--- src/rtl/armsc_dmem_if.sv ---
// rtl/armsc_dmem_if.sv - data-port and transmit-stream bundle between core and armsc_dmem
//
// Signals:
//   MemWrite  core -> dmem   write strobe for the current cycle
//   ALUResult core -> dmem   byte address (bits [1:0] ignored)
//   WriteData core -> dmem   store data
//   ReadData  dmem -> core   combinational load data
//   tx_data   dmem -> sink   transmit FIFO head word
//   tx_valid  dmem -> sink   transmit FIFO non-empty
//   tx_ready  sink -> dmem   consumer accepts head when high with tx_valid
//   halt      dmem -> bench  sticky halt flag
interface armsc_dmem_if;
    logic        MemWrite;
    logic [31:0] ALUResult;
    logic [31:0] WriteData;
    logic [31:0] ReadData;
    logic [31:0] tx_data;
    logic        tx_valid;
    logic        tx_ready;
    logic        halt;

    modport master (
        output MemWrite, ALUResult, WriteData, tx_ready,
        input  ReadData, tx_data, tx_valid, halt
    );

    modport slave (
        input  MemWrite, ALUResult, WriteData, tx_ready,
        output ReadData, tx_data, tx_valid, halt
    );
endinterface

--- src/rtl/armsc_dmem.sv ---
// rtl/armsc_dmem.sv - single-cycle core data memory with RAM and memory-mapped I/O
//
// Ports:
//   clk    rising-edge clock for all state
//   reset  synchronous active-high reset (RAM contents are retained)
//   bus    armsc_dmem_if.slave: core data port plus transmit stream and halt
//
// Address map (full 32-bit decode):
//   0x0000_0000 .. RAM_WORDS*4-1  RAM
//   0x8000_0000 TXDATA  write pushes, read returns FIFO count
//   0x8000_0004 STATUS  {count[7:0] at [15:8], overflow, full, empty}; write clears overflow
//   0x8000_0008 CYCLE   free-running counter; write loads it
//   0x8000_000C HALT    read {31'b0, halt}; write sets halt
//   anything else reads 0, writes ignored
module armsc_dmem #(
    parameter int RAM_WORDS  = 64,
    parameter int FIFO_DEPTH = 8
) (
    input  logic         clk,
    input  logic         reset,
    armsc_dmem_if.slave  bus
);
    localparam int AW = $clog2(RAM_WORDS);
    localparam int PW = $clog2(FIFO_DEPTH);
    localparam int CW = PW + 1;

    localparam logic [31:0] RAM_BYTES   = 32'(RAM_WORDS * 4);
    localparam logic [31:0] ADDR_TX     = 32'h8000_0000;
    localparam logic [31:0] ADDR_STATUS = 32'h8000_0004;
    localparam logic [31:0] ADDR_CYCLE  = 32'h8000_0008;
    localparam logic [31:0] ADDR_HALT   = 32'h8000_000C;

    logic [31:0]   ram      [RAM_WORDS];
    logic [31:0]   fifo_mem [FIFO_DEPTH];
    logic [PW-1:0] head;
    logic [PW-1:0] tail;
    logic [CW-1:0] count;
    logic          overflow;
    logic          halt_q;
    logic [31:0]   cycle_cnt;

    logic          sel_ram;
    logic          sel_tx;
    logic          sel_status;
    logic          sel_cycle;
    logic          sel_halt;
    logic [AW-1:0] ram_idx;
    logic          empty;
    logic          full;
    logic          pop;
    logic          tx_write;
    logic          push;
    logic          drop;
    logic [31:0]   count_ext;
    logic [31:0]   status_word;

    assign sel_ram    = (bus.ALUResult < RAM_BYTES);
    assign sel_tx     = (bus.ALUResult == ADDR_TX);
    assign sel_status = (bus.ALUResult == ADDR_STATUS);
    assign sel_cycle  = (bus.ALUResult == ADDR_CYCLE);
    assign sel_halt   = (bus.ALUResult == ADDR_HALT);
    assign ram_idx    = bus.ALUResult[AW+1:2];

    assign empty = (count == '0);
    assign full  = (count == CW'(FIFO_DEPTH));
    assign pop   = !empty && bus.tx_ready;

    // A push into a full FIFO still succeeds when the head leaves in the
    // same cycle; otherwise the word is dropped and flagged.
    assign tx_write = bus.MemWrite && sel_tx;
    assign push     = tx_write && (!full || pop);
    assign drop     = tx_write && full && !pop;

    assign count_ext   = 32'(count);
    assign status_word = {16'h0000, count_ext[7:0], 5'b00000, overflow, full, empty};

    assign bus.tx_valid = !empty;
    assign bus.tx_data  = fifo_mem[head];
    assign bus.halt     = halt_q;

    always_comb begin
        bus.ReadData = 32'h0;
        if (sel_ram)         bus.ReadData = ram[ram_idx];
        else if (sel_tx)     bus.ReadData = count_ext;
        else if (sel_status) bus.ReadData = status_word;
        else if (sel_cycle)  bus.ReadData = cycle_cnt;
        else if (sel_halt)   bus.ReadData = {31'h0, halt_q};
    end

    // Storage arrays carry no reset; reset only blocks writes.
    always_ff @(posedge clk) begin
        if (!reset && bus.MemWrite && sel_ram) begin
            ram[ram_idx] <= bus.WriteData;
        end
        if (!reset && push) begin
            fifo_mem[tail] <= bus.WriteData;
        end
    end

    always_ff @(posedge clk) begin
        if (reset) begin
            head      <= '0;
            tail      <= '0;
            count     <= '0;
            overflow  <= 1'b0;
            halt_q    <= 1'b0;
            cycle_cnt <= 32'h0;
        end else begin
            if (push) tail <= tail + PW'(1);
            if (pop)  head <= head + PW'(1);
            if (push && !pop)      count <= count + CW'(1);
            else if (pop && !push) count <= count - CW'(1);

            if (bus.MemWrite && sel_status) overflow <= 1'b0;
            else if (drop)                  overflow <= 1'b1;

            if (bus.MemWrite && sel_halt) halt_q <= 1'b1;

            // A load replaces the increment for that cycle.
            if (bus.MemWrite && sel_cycle) cycle_cnt <= bus.WriteData;
            else                           cycle_cnt <= cycle_cnt + 32'h1;
        end
    end
endmodule

--- src/flat_wrapper.sv ---
// flat-port wrapper written by rule: the top's interface ports become plain ports
module armsc_dmem_flat 
#(
    parameter int RAM_WORDS  = 64,
    parameter int FIFO_DEPTH = 8
)
  (clk, reset, bus_MemWrite, bus_ALUResult, bus_WriteData, bus_tx_ready, bus_ReadData, bus_tx_data, bus_tx_valid, bus_halt);
  armsc_dmem_if bus_i ();
  input  logic clk;
  input  logic reset;
  input wire logic [$bits(bus_i.MemWrite)-1:0] bus_MemWrite;
  input wire logic [$bits(bus_i.ALUResult)-1:0] bus_ALUResult;
  input wire logic [$bits(bus_i.WriteData)-1:0] bus_WriteData;
  input wire logic [$bits(bus_i.tx_ready)-1:0] bus_tx_ready;
  output wire logic [$bits(bus_i.ReadData)-1:0] bus_ReadData;
  output wire logic [$bits(bus_i.tx_data)-1:0] bus_tx_data;
  output wire logic [$bits(bus_i.tx_valid)-1:0] bus_tx_valid;
  output wire logic [$bits(bus_i.halt)-1:0] bus_halt;
  assign bus_i.MemWrite = bus_MemWrite;
  assign bus_i.ALUResult = bus_ALUResult;
  assign bus_i.WriteData = bus_WriteData;
  assign bus_i.tx_ready = bus_tx_ready;
  assign bus_ReadData = bus_i.ReadData;
  assign bus_tx_data = bus_i.tx_data;
  assign bus_tx_valid = bus_i.tx_valid;
  assign bus_halt = bus_i.halt;
  armsc_dmem #(.RAM_WORDS(RAM_WORDS), .FIFO_DEPTH(FIFO_DEPTH)) u_core (.clk(clk), .reset(reset), .bus(bus_i));
endmodule
--- config.mk ---
export PLATFORM = sky130hd
export DESIGN_NAME = armsc_dmem_flat
export DESIGN_NICKNAME = d
export VERILOG_FILES = /design/src/rtl/armsc_dmem_if.sv /design/src/rtl/armsc_dmem.sv /design/src/flat_wrapper.sv
export SDC_FILE = /design/constraint.sdc
export NUM_CORES = 2
export LEC_CHECK = 0
export ABC_CLOCK_PERIOD_IN_PS = 13600
export CORE_MARGIN = 1
export CORE_UTILIZATION = 48
export CTS_CLUSTER_SIZE = 10
export DETAILED_ROUTE_END_ITERATION = 7
export PLACE_DENSITY = 0.71
export SLEW_MARGIN = 20
export SYNTH_ARGS = -nofsm -noshare
export SYNTH_HDL_FRONTEND = slang
export SYNTH_SLANG_ARGS = --single-unit
--- constraint.sdc ---
create_clock -name clk -period 13.6 [get_ports clk]
set_input_delay 2.04 -clock clk [delete_from_list [all_inputs] [get_ports clk]]
set_output_delay 2.04 -clock clk [all_outputs]
set_load 0.005 [all_outputs]
==> flow_summary.json <==
{
  "gp_congestion": 0.926,
  "fillers": 13700,
  "synth.avg_cell_area_sq_um": 21.9,
  "route.detailed.drc": 36,
  "crit_chain": "buf_8, buf_4, buf_4, mux4_2, mux4_2, a22oi_1, o221ai_1, clkdlybuf4s50_1",
  "final_cell_mix": "edfxtp_1 (2304), mux4_2 (575), clkbuf_16 (296), buf_4 (147), nand2_1 (115)",
  "synth_ff_type": "edfxtp_1",
  "area_delta_synth_final_pct": 13.8,
  "dp_slack_ps": 4690,
  "final_max_slew_viol_count": 0,
  "skew_ps": 43.5,
  "timing.fmax_mhz": 112,
  "place_area_sq_mm": 0.0957,
  "final_area_sq_mm": 0.103,
  "first_iter_violations": 6929,
  "grt_pass1_vias": 45900,
  "seq_area_frac_synth": 0.772,
  "clock-sinks": 2351,
  "drive_above_1_share": 0.266,
  "worstSetupStartpointType": "input pin",
  "grt_start_max_net_pins": 116,
  "netlist_area_sq_mm": 0.0908,
  "antenna_left": 0,
  "layout_commonest_cell": "edfxtp_1",
  "cp.required_ps": 11560,
  "cap_violations": 0,
  "hold_buffers": 0,
  "period_needed_ps": 8920,
  "die_w_um": 437,
  "setup-violations-final": 0,
  "start_util": 0.484,
  "core_sq_mm": 0.188,
  "synth_edf_count": 2304,
  "post_cts_buffers": 0,
  "ios": 134,
  "cts_resized": 0,
  "htree_levels": 5,
  "ys.warnings.count": 0,
  "vias_per_cell": 6.51,
  "vias": 46000,
  "crit_buf_inv": 4,
  "rows": 159,
  "hold_class": "register to register",
  "grt_pass1_wl_mm": 334,
  "async_flop_share": 0,
  "place_inst": 6703,
  "cts_buffers": 286,
  "critical_path.top_delay_family": "buffers and inverters",
  "critPathSlowestCell": "buf_4",
  "wirelength_mm": 237,
  "track_usage": 0.246,
  "path_max_fanout": 76,
  "cts_root_buf": "clkbuf_16",
  "cts_tree": "yes",
  "power_mw": 15.2,
  "worst_pin_slew_ps": 1320,
  "clockBufferDepth": 4,
  "leakage_nw": 31.8,
  "die_h_um": 437,
  "first_pass_iters": 8,
  "grt.overflow.total": 0,
  "cp-end-kind": "output pin",
  "clock_latency_ps": 890,
  "wl_per_cell_um": 33.5,
  "dp_hpwl_mm": 124,
  "portBuffers": 133,
  "vdd_ir_drop_max_v": 0.000128,
  "hold_viol_final": 0,
  "nNetsFinal": 4573,
  "rsz0062_at_grt": "false",
  "cpPeakStageDelay_ps": 720,
  "ys_seq_elements": 2351,
  "ys_types": 65,
  "violations": "DRC",
  "outcome": "finished, violations left",
  "power_density_mw_per_mm2": 147,
  "netlist_instances": 4157,
  "stdcell_count": 7061,
  "relSlewSlack": 0.111,
  "period_share": 0.656,
  "die_area_sq_mm": 0.191,
  "critPathKind": "input pin to output pin",
  "antenna_found_initial": 17,
  "worst_ep_arrival_time_ps": 6880,
  "clkSlewWorstSetupHoldPaths_ps": 50,
  "synth_nets": 4232,
  "final.setup.tns_ps": 0,
  "setup_slack_ps": 4680
}
-- state kept, by name, indices dropped and copies added (netlist names), named ones only --
signal and count:
u_core.bus.halt 1, u_core.count 4, u_core.cycle_cnt 32, u_core.fifo_mem 256, u_core.head 3, u_core.overflow 1
u_core.ram 2048, u_core.tail 3
-- Yosys cell counts (12+ instances only) --
master	count	area, sq um
nand2b_1	15	93.8
buf_6	12	135
buf_1	23	86.3
a31oi_1	30	188
nand2_1	115	432
nand3_1	54	270
mux2i_1	92	921
a22oi_1	65	488
nor2_1	136	510
nor2b_1	46	288
xor2_1	17	149
o22ai_1	23	144
o221ai_1	23	201
buf_2	84	420
clkbuf_1	78	293
a211oi_1	70	526
xnor2_1	19	166
a22o_1	18	158
dfxtp_1	47	941
mux4_2	575	12900
mux2_2	55	619
a21oi_1	70	350
nor3_1	19	95.1
edfxtp_1	2304	69200
nor4_1	17	106
buf_4	37	278
-- through the flow --
step	util	hold slack [ps]
floorplan	-	454
global placement	0.509	472
detailed placement	0.510	489
CTS	0.550	533
global route	0.550	573
finish	0.551	542
-- report_power, final --
part / switching, mW / total, mW / internal, mW / leakage, nW
Sequential: 0.0148 / 7.98 / 7.96 / 21.1
Combinational: 0.465 / 0.747 / 0.283 / 7.00
Clock: 2.64 / 6.50 / 3.86 / 3.72
Total: 3.12 / 15.2 / 12.1 / 31.8
-- worst register-to-register path, stage by stage (launching register included) --
cell	delay, ps
dfxtp_1	400
nor3_1	270
nand2_1	220
or2_2	400
nand4_1	360
inv_1	90
ha_1	240
inv_1	110
ha_1	240
a21o_1	180
a21oi_1	170
xnor2_1	90
or3_1	300
a21oi_1	140
-- path summary, 6_finish.rpt --
kind | cells after the start | slack, ps | endpoint | start
setup / recovery | 8 | 4680 | bus_ReadData[4] | bus_ALUResult[3]
setup reg to reg | 13 | 10320 | u_core.count[3] | u_core.count[0]
hold / removal | 2 | 540 | register | u_core.head[1]
hold reg to reg | 2 | 540 | register | u_core.head[1]
-- layer usage --
layer,GRT usage,vias up,part of all wire
met3,0.0543,564,0.11
met5,0,-,0.00032
met2,0.379,3074,0.47
li1,-,18100,-
met4,0.113,10,0.050
met1,0.339,24200,0.37
-- kinds of logic (layout without fill, tap and decap cells) --
group,Yosys count,after routing,synth area share
mux,723,723,0.160
buf+inv,245,651,0.0138
other cells,0,3,0
compound gates,344,344,0.0263
simple gates,451,451,0.0239
xor+xnor,36,36,0.00347
fa+ha+maj,7,7,0.00105
flops,2351,2351,0.772
-- final cells by class --
class | instances | area, sq um | share of cell area
antenna | 3 | 7.51 | 0.0000726
clock buffer | 349 | 7610 | 0.0736
clock inverter | 4 | 27.5 | 0.000266
inverter | 11 | 43.8 | 0.000424
multi-input combinational | 1561 | 20000 | 0.194
sequential | 2351 | 70100 | 0.678
tap | 2495 | 3120 | 0.0302
timing repair buffer | 287 | 2430 | 0.0235
No activity file was read; power rests on OpenSTA's default activity.
